==> src/rtl/bk_cmd_arbiter.sv <==
// Arbitrates the single DRAM command slot among NUM_REQ requesters.
// The result is registered and broadcast one cycle after selection.
module bk_cmd_arbiter #(
  parameter int NUM_REQ       = 4,
  parameter int BK_ADDR_WIDTH = 4,
  parameter int CMD_WIDTH     = 5,
  parameter int PRIO_WIDTH    = 3,
  parameter int NOP_CODE      = 0,
  parameter int AGE_MAX       = 64
) (
  input  logic                                clk,
  input  logic                                rst_n,
  input  logic                                slot_rdy,
  input  logic [NUM_REQ-1:0]                  req_valid,
  input  logic [NUM_REQ-1:0]                  req_lock,
  input  logic [NUM_REQ*PRIO_WIDTH-1:0]       req_prio,
  input  logic [NUM_REQ*CMD_WIDTH-1:0]        req_cmd,
  input  logic [NUM_REQ*BK_ADDR_WIDTH-1:0]    req_bk,
  output logic [NUM_REQ-1:0]                  req_ack,
  output logic                                cmd_valid,
  output logic [CMD_WIDTH-1:0]                cmd,
  output logic [BK_ADDR_WIDTH-1:0]            cmd_bk,
  output logic [$clog2(NUM_REQ)-1:0]          cmd_src,
  output logic                                locked
);

  localparam int IDX_W = (NUM_REQ > 1) ? $clog2(NUM_REQ) : 1;
  localparam int POS_W = IDX_W + 1;
  localparam logic [CMD_WIDTH-1:0]  NOP      = CMD_WIDTH'(NOP_CODE);
  localparam logic [7:0]            AGE_LIM  = 8'(AGE_MAX);
  localparam logic [PRIO_WIDTH-1:0] PRIO_TOP = '1;

  typedef enum logic {
    ARB_OPEN,
    ARB_LOCKED
  } arb_state_e;

  arb_state_e                 state_q, state_d;
  logic [IDX_W-1:0]           owner_q, owner_d;
  logic [IDX_W-1:0]           rr_ptr_q, rr_ptr_d;
  logic [NUM_REQ-1:0]         ack_q, ack_d;
  logic                       cmd_valid_q, cmd_valid_d;
  logic [CMD_WIDTH-1:0]       cmd_q, cmd_d;
  logic [BK_ADDR_WIDTH-1:0]   cmd_bk_q, cmd_bk_d;
  logic [IDX_W-1:0]           cmd_src_q, cmd_src_d;

  logic [PRIO_WIDTH-1:0]      prio_w   [NUM_REQ];
  logic [CMD_WIDTH-1:0]       cmd_w    [NUM_REQ];
  logic [BK_ADDR_WIDTH-1:0]   bk_w     [NUM_REQ];
  logic [PRIO_WIDTH-1:0]      eff_prio [NUM_REQ];
  logic [NUM_REQ-1:0]         elig;

  logic                       lock_hold;
  logic                       grant;
  logic [IDX_W-1:0]           win_idx;
  logic [PRIO_WIDTH-1:0]      best_prio;

  // The lock only holds while its owner keeps both valid and lock asserted.
  assign lock_hold = (state_q == ARB_LOCKED) && req_valid[owner_q] && req_lock[owner_q];

  genvar gi;
  generate
    for (gi = 0; gi < NUM_REQ; gi++) begin : g_req
      logic [7:0] age_q, age_d;
      logic       won;

      assign prio_w[gi] = req_prio[gi*PRIO_WIDTH +: PRIO_WIDTH];
      assign cmd_w[gi]  = req_cmd[gi*CMD_WIDTH +: CMD_WIDTH];
      assign bk_w[gi]   = req_bk[gi*BK_ADDR_WIDTH +: BK_ADDR_WIDTH];

      // A requester just acked still shows its stale request, so skip it once.
      assign elig[gi] = req_valid[gi] && slot_rdy && !ack_q[gi] &&
                        (!lock_hold || (owner_q == IDX_W'(gi)));

      assign eff_prio[gi] = (age_q >= AGE_LIM) ? PRIO_TOP : prio_w[gi];
      assign won          = grant && (win_idx == IDX_W'(gi));

      always_comb begin
        age_d = age_q;
        if (!req_valid[gi] || won) begin
          age_d = '0;
        end else if (age_q != 8'hFF) begin
          age_d = age_q + 8'd1;
        end
      end

      always_ff @(posedge clk or negedge rst_n) begin
        if (!rst_n) begin
          age_q <= '0;
        end else begin
          age_q <= age_d;
        end
      end
    end
  endgenerate

  // Scan in round-robin order from rr_ptr; a strictly higher priority is needed
  // to displace an earlier candidate, so ties resolve to the first one found.
  always_comb begin : arb_select
    logic [POS_W-1:0] pos;
    logic [IDX_W-1:0] idx;
    grant     = 1'b0;
    win_idx   = '0;
    best_prio = '0;
    pos       = '0;
    idx       = '0;
    for (int k = 0; k < NUM_REQ; k++) begin
      pos = {1'b0, rr_ptr_q} + POS_W'(k);
      if (pos >= POS_W'(NUM_REQ)) begin
        pos = pos - POS_W'(NUM_REQ);
      end
      idx = pos[IDX_W-1:0];
      if (elig[idx] && (!grant || (eff_prio[idx] > best_prio))) begin
        grant     = 1'b1;
        win_idx   = idx;
        best_prio = eff_prio[idx];
      end
    end
  end

  always_comb begin : fsm_next
    state_d  = state_q;
    owner_d  = owner_q;
    rr_ptr_d = rr_ptr_q;
    if (slot_rdy) begin
      if (lock_hold) begin
        state_d = ARB_LOCKED;
      end else if (grant && req_lock[win_idx]) begin
        state_d = ARB_LOCKED;
        owner_d = win_idx;
      end else begin
        state_d = ARB_OPEN;
      end
      // Owner grants inside a held lock leave the rotation untouched.
      if (grant && !lock_hold) begin
        rr_ptr_d = (win_idx == IDX_W'(NUM_REQ - 1)) ? '0 : win_idx + IDX_W'(1);
      end
    end
  end

  always_comb begin : out_next
    ack_d = '0;
    if (grant) begin
      ack_d[win_idx] = 1'b1;
    end
    cmd_valid_d = grant && (cmd_w[win_idx] != NOP);
    cmd_d       = grant ? cmd_w[win_idx] : NOP;
    cmd_bk_d    = grant ? bk_w[win_idx] : '0;
    cmd_src_d   = grant ? win_idx : cmd_src_q;
  end

  always_ff @(posedge clk or negedge rst_n) begin
    if (!rst_n) begin
      state_q     <= ARB_OPEN;
      owner_q     <= '0;
      rr_ptr_q    <= '0;
      ack_q       <= '0;
      cmd_valid_q <= 1'b0;
      cmd_q       <= NOP;
      cmd_bk_q    <= '0;
      cmd_src_q   <= '0;
    end else begin
      state_q     <= state_d;
      owner_q     <= owner_d;
      rr_ptr_q    <= rr_ptr_d;
      ack_q       <= ack_d;
      cmd_valid_q <= cmd_valid_d;
      cmd_q       <= cmd_d;
      cmd_bk_q    <= cmd_bk_d;
      cmd_src_q   <= cmd_src_d;
    end
  end

  assign req_ack   = ack_q;
  assign cmd_valid = cmd_valid_q;
  assign cmd       = cmd_q;
  assign cmd_bk    = cmd_bk_q;
  assign cmd_src   = cmd_src_q;
  assign locked    = (state_q == ARB_LOCKED);

endmodule

==> config.mk <==
export PLATFORM = sky130hd
export DESIGN_NAME = bk_cmd_arbiter
export DESIGN_NICKNAME = d
export VERILOG_FILES = /design/src/rtl/bk_cmd_arbiter.sv
export SDC_FILE = /design/constraint.sdc
export NUM_CORES = 1
export LEC_CHECK = 0
export CAP_MARGIN = 20
export CORE_AREA = 2 2 127 129
export CTS_BUF_LIST = sky130_fd_sc_hd__clkbuf_4 sky130_fd_sc_hd__clkbuf_8 sky130_fd_sc_hd__clkbuf_16
export DETAILED_ROUTE_END_ITERATION = 12
export DIE_AREA = 0 0 129 131
export PLACE_DENSITY = 0.53
export SYNTH_ARGS = -nofsm -noshare
export SYNTH_HDL_FRONTEND = slang
export SYNTH_SLANG_ARGS = --single-unit
==> constraint.sdc <==
create_clock -name clk -period 12 [get_ports clk]
set_input_delay 1.2 -clock clk [delete_from_list [all_inputs] [get_ports clk]]
set_output_delay 1.2 -clock clk [all_outputs]
set_load 0.005 [all_outputs]
==> impl_results.md <==
* Outcome: complete, no violations
* Slowest cell on crit path: a211oi_4
* Post-CTS sizing at 0
* Pleak at 0.00211 uW
* Initial antenna violation count at 0
* Die Area at 16,900 um^2
* Antenna Cells at 0
* Hold EP: cmd_src[1]
* Setup bufs post-CTS at 0
* R2R setup slack at 3.69 ns
* Crit Path Max Fanout at 17
* Layout cells sized above 1 at 8.18%
* Hold Vio Cnt, Final at 0
* Max incr delay on CP at 0.79 ns
* Syn nets at 487
* # setup viols final at 0
* Clock sink count at 53
* TritonCTS clock tree: done
* GP Congestion at 0.900
* CTS Buffer Depth at 2
* Max-capacitance violation count at 0
* Mapped Cells at 411
* Async SR Flop Fraction at 100%
* ANT nets after route at 0
* Worst reg2reg endpoint: g_req[3].age_q[7]
* Reg2reg path depth at 36
* CP Class: input port to flip-flop
* Distinct cells, synth at 59
* Area growth from synthesis to layout at 28.5%
* Routed WL per cell at 14.3 um
* Starting density of the core at 24.5%
* Worst endpoint required time at 12.22 ns
* Max Slew Vio Count at 0
* Core area at 15,600 um^2
* Reg-to-Reg Start: rr_ptr_q[0]
* Placed insts at 685
* Clk slew on worst S/H paths at 0.08 ns
* Total number of vias at 3,290
* Fin crit period at 9.12 ns
* Cell Pwr Density at 235 nW/um^2
* Setup crit start: req_valid[1]
* Worst clock skew at 0.00887 ns
* Critical Path AT at 9.34 ns
* Setup tns final at 0 ns
* Final Net Count at 552
* Total grt overflow at 0
* Largest net degree at the start of global routing at 54
* Worst Min Path Start: cmd_src[1]
* Sequential element share of the synthesized area at 34.7%
* Layout Cells excl Fill at 693
* Fill cells at 1,605
* Drt initial violations at 201
* GRT Total Usage at 12.4%
* Startpoint types: input port
* Vias in the first global route at 3,392
* Die Height at 131 um
* Most used cell along the critical path: ha_1
* Worst Setup End Kind: flip-flop
* Hold-fix buffers at CTS at 0
* Synth warnings at 0
* Hold Crit Depth at 2
* Clock buffer count from CTS at 5
* DRC viols at 0
* Post-synthesis sequential element count at 53
* Hold Path Class: flip-flop to flip-flop
* Worst-Margin Slew at 0.918 ns
* Clk Latency, worst-skew pair at 0.30 ns
* CTS root buffer: clkbuf_16
* IO buf count at 75
* Final WL at 9940 um
* Cell Area, Synth at 3820 um^2
* Final period util at 76.0%
* DRT Pass-1 Iters at 4
* Sequential cell area at 1330 um^2
* RSZ-0062 raised after global routing: no
* First-pass GRT wire length at 16,900 um
* Num rows at 46
* Post-synth top flop: dfrtp_1
* Die X at 129 um
* Multi-input logic area at 2340 um^2
* Achievable frequency at 0.110 GHz
* Clock H-tree levels at 2
* I/O pins at 76
* Half-perimeter wire length after placement at 7600 um
* Syn_area_per_cell at 9.29 um^2
* Worst rel slew slack at 38.6%
* Maximum vdd drop at 0.0000906 V
* Via density per instance at 4.75
* Post-synth EDFFs at 0
## cell type report
| cell class | instances | area share, % |
|---|---|---|
| inverter | 13 | 0.994 |
| clock buffer | 5 | 2.55 |
| tap | 216 | 5.50 |
| multi-input combinational | 325 | 47.6 |
| sequential | 53 | 27.0 |
| clock inverter | 3 | 0.688 |
| timing repair buffer | 78 | 15.6 |
## worst max path at each step
stage / endpoint / cells after the start
CTS: g_req[1].age_q[6] / 36
global placement: g_req[3].age_q[7] / 36
floorplan: g_req[3].age_q[7] / 39
detailed placement: g_req[1].age_q[6] / 36
global route: g_req[3].age_q[7] / 36
finish: g_req[3].age_q[7] / 36
## state kept, by name (all words and copies together) (netlist names)
name,cells
g_req.age_q,32
cmd,5
cmd_bk,4
req_ack,4
cmd_src,2
owner_q,2
rr_ptr_q,2
cmd_valid,1
locked,1
## metal layers
metal	share of wire, %	GRT usage (%)	up-vias
met5	0	0	-
met3	3.1	2.00	5
met4	0.61	2.37	0
met1	50	17.5	1595
li1	-	-	1625
met2	46	20.4	65
## synth_stat cells (all sizes together) (8+ instances only)
master	number	share of area (%)
a21oi	18	2.4
and2	15	2.5
and3	10	1.6
clkbuf	13	1.3
dfrtp	53	35
ha	17	5.6
inv	13	1.3
mux2	10	2.9
mux2i	29	7.6
nand2	21	2.1
nand2b	8	1.3
nand3	24	3.1
nor2	46	4.5
nor2b	9	1.5
nor3	18	2.4
o21ai	16	2.1
## report_power, final
group / internal [uW] / switching, uW
Combinational: 360 / 371
Sequential: 227 / 40.2
Clock: 80.1 / 74.8
## logic make-up (layout without fill, tap and decap cells)
group,after synthesis,count (layout),share of synthesized area [%]
compound gates,74,74,13.9
xor+xnor,12,12,2.75
fa+ha+maj,17,17,5.57
buf+inv,33,99,4.09
flops,53,53,34.7
mux,46,46,14.7
simple gates,176,176,24.3
## cell usage in the layout, fill, tap and decap left out, types with 3 or more instances in the layout
cell type	netlist	layout
dfrtp_1	53	53
a32oi_1	4	4
a21o_1	6	6
and3_1	10	10
o21ai_0	16	16
xor2_1	7	7
nor2_1	46	46
clkbuf_16	0	5
nor3b_1	3	3
buf_4	0	3
mux4_2	7	7
mux2_2	9	9
clkdlybuf4s50_1	0	74
and2_1	14	14
nand4_1	7	7
xnor2_1	5	5
nand2b_1	8	8
nor2b_1	9	9
a21oi_1	18	18
nand2_1	20	20
ha_1	17	17
a31oi_1	5	5
a211oi_1	4	4
mux2i_1	29	29
nor3_1	18	18
nand3_1	24	24
inv_1	12	12
## metrics by stage
| step | instance area, um^2 | util, % | hold slack (ns) | setup slack (ns) | total power, uW |
|---|---|---|---|---|---|
| 4_1_cts | 4910 | 31.5 | 0.492 | 2.89 | 1160 |
| 3_5_place_dp | 4750 | 30.5 | 0.463 | 2.62 | 1000 |
| 3_3_place_gp | 4750 | 30.5 | 0.479 | 2.87 | 994 |
| 5_1_grt | 4910 | 31.5 | 0.506 | 2.01 | 1270 |
| 6_report | 4910 | 31.5 | 0.492 | 2.88 | 1150 |
| 2_1_floorplan | 3820 | - | 0.470 | 4.27 | 824 |
## critical path: cells and delay by family
kind	cells	cell delay, ns
fa+ha+maj	4	1.14
buf+inv	2	0.71
simple gates	12	1.99
compound gates	18	4.28
(Power assumes the default switching activity.)
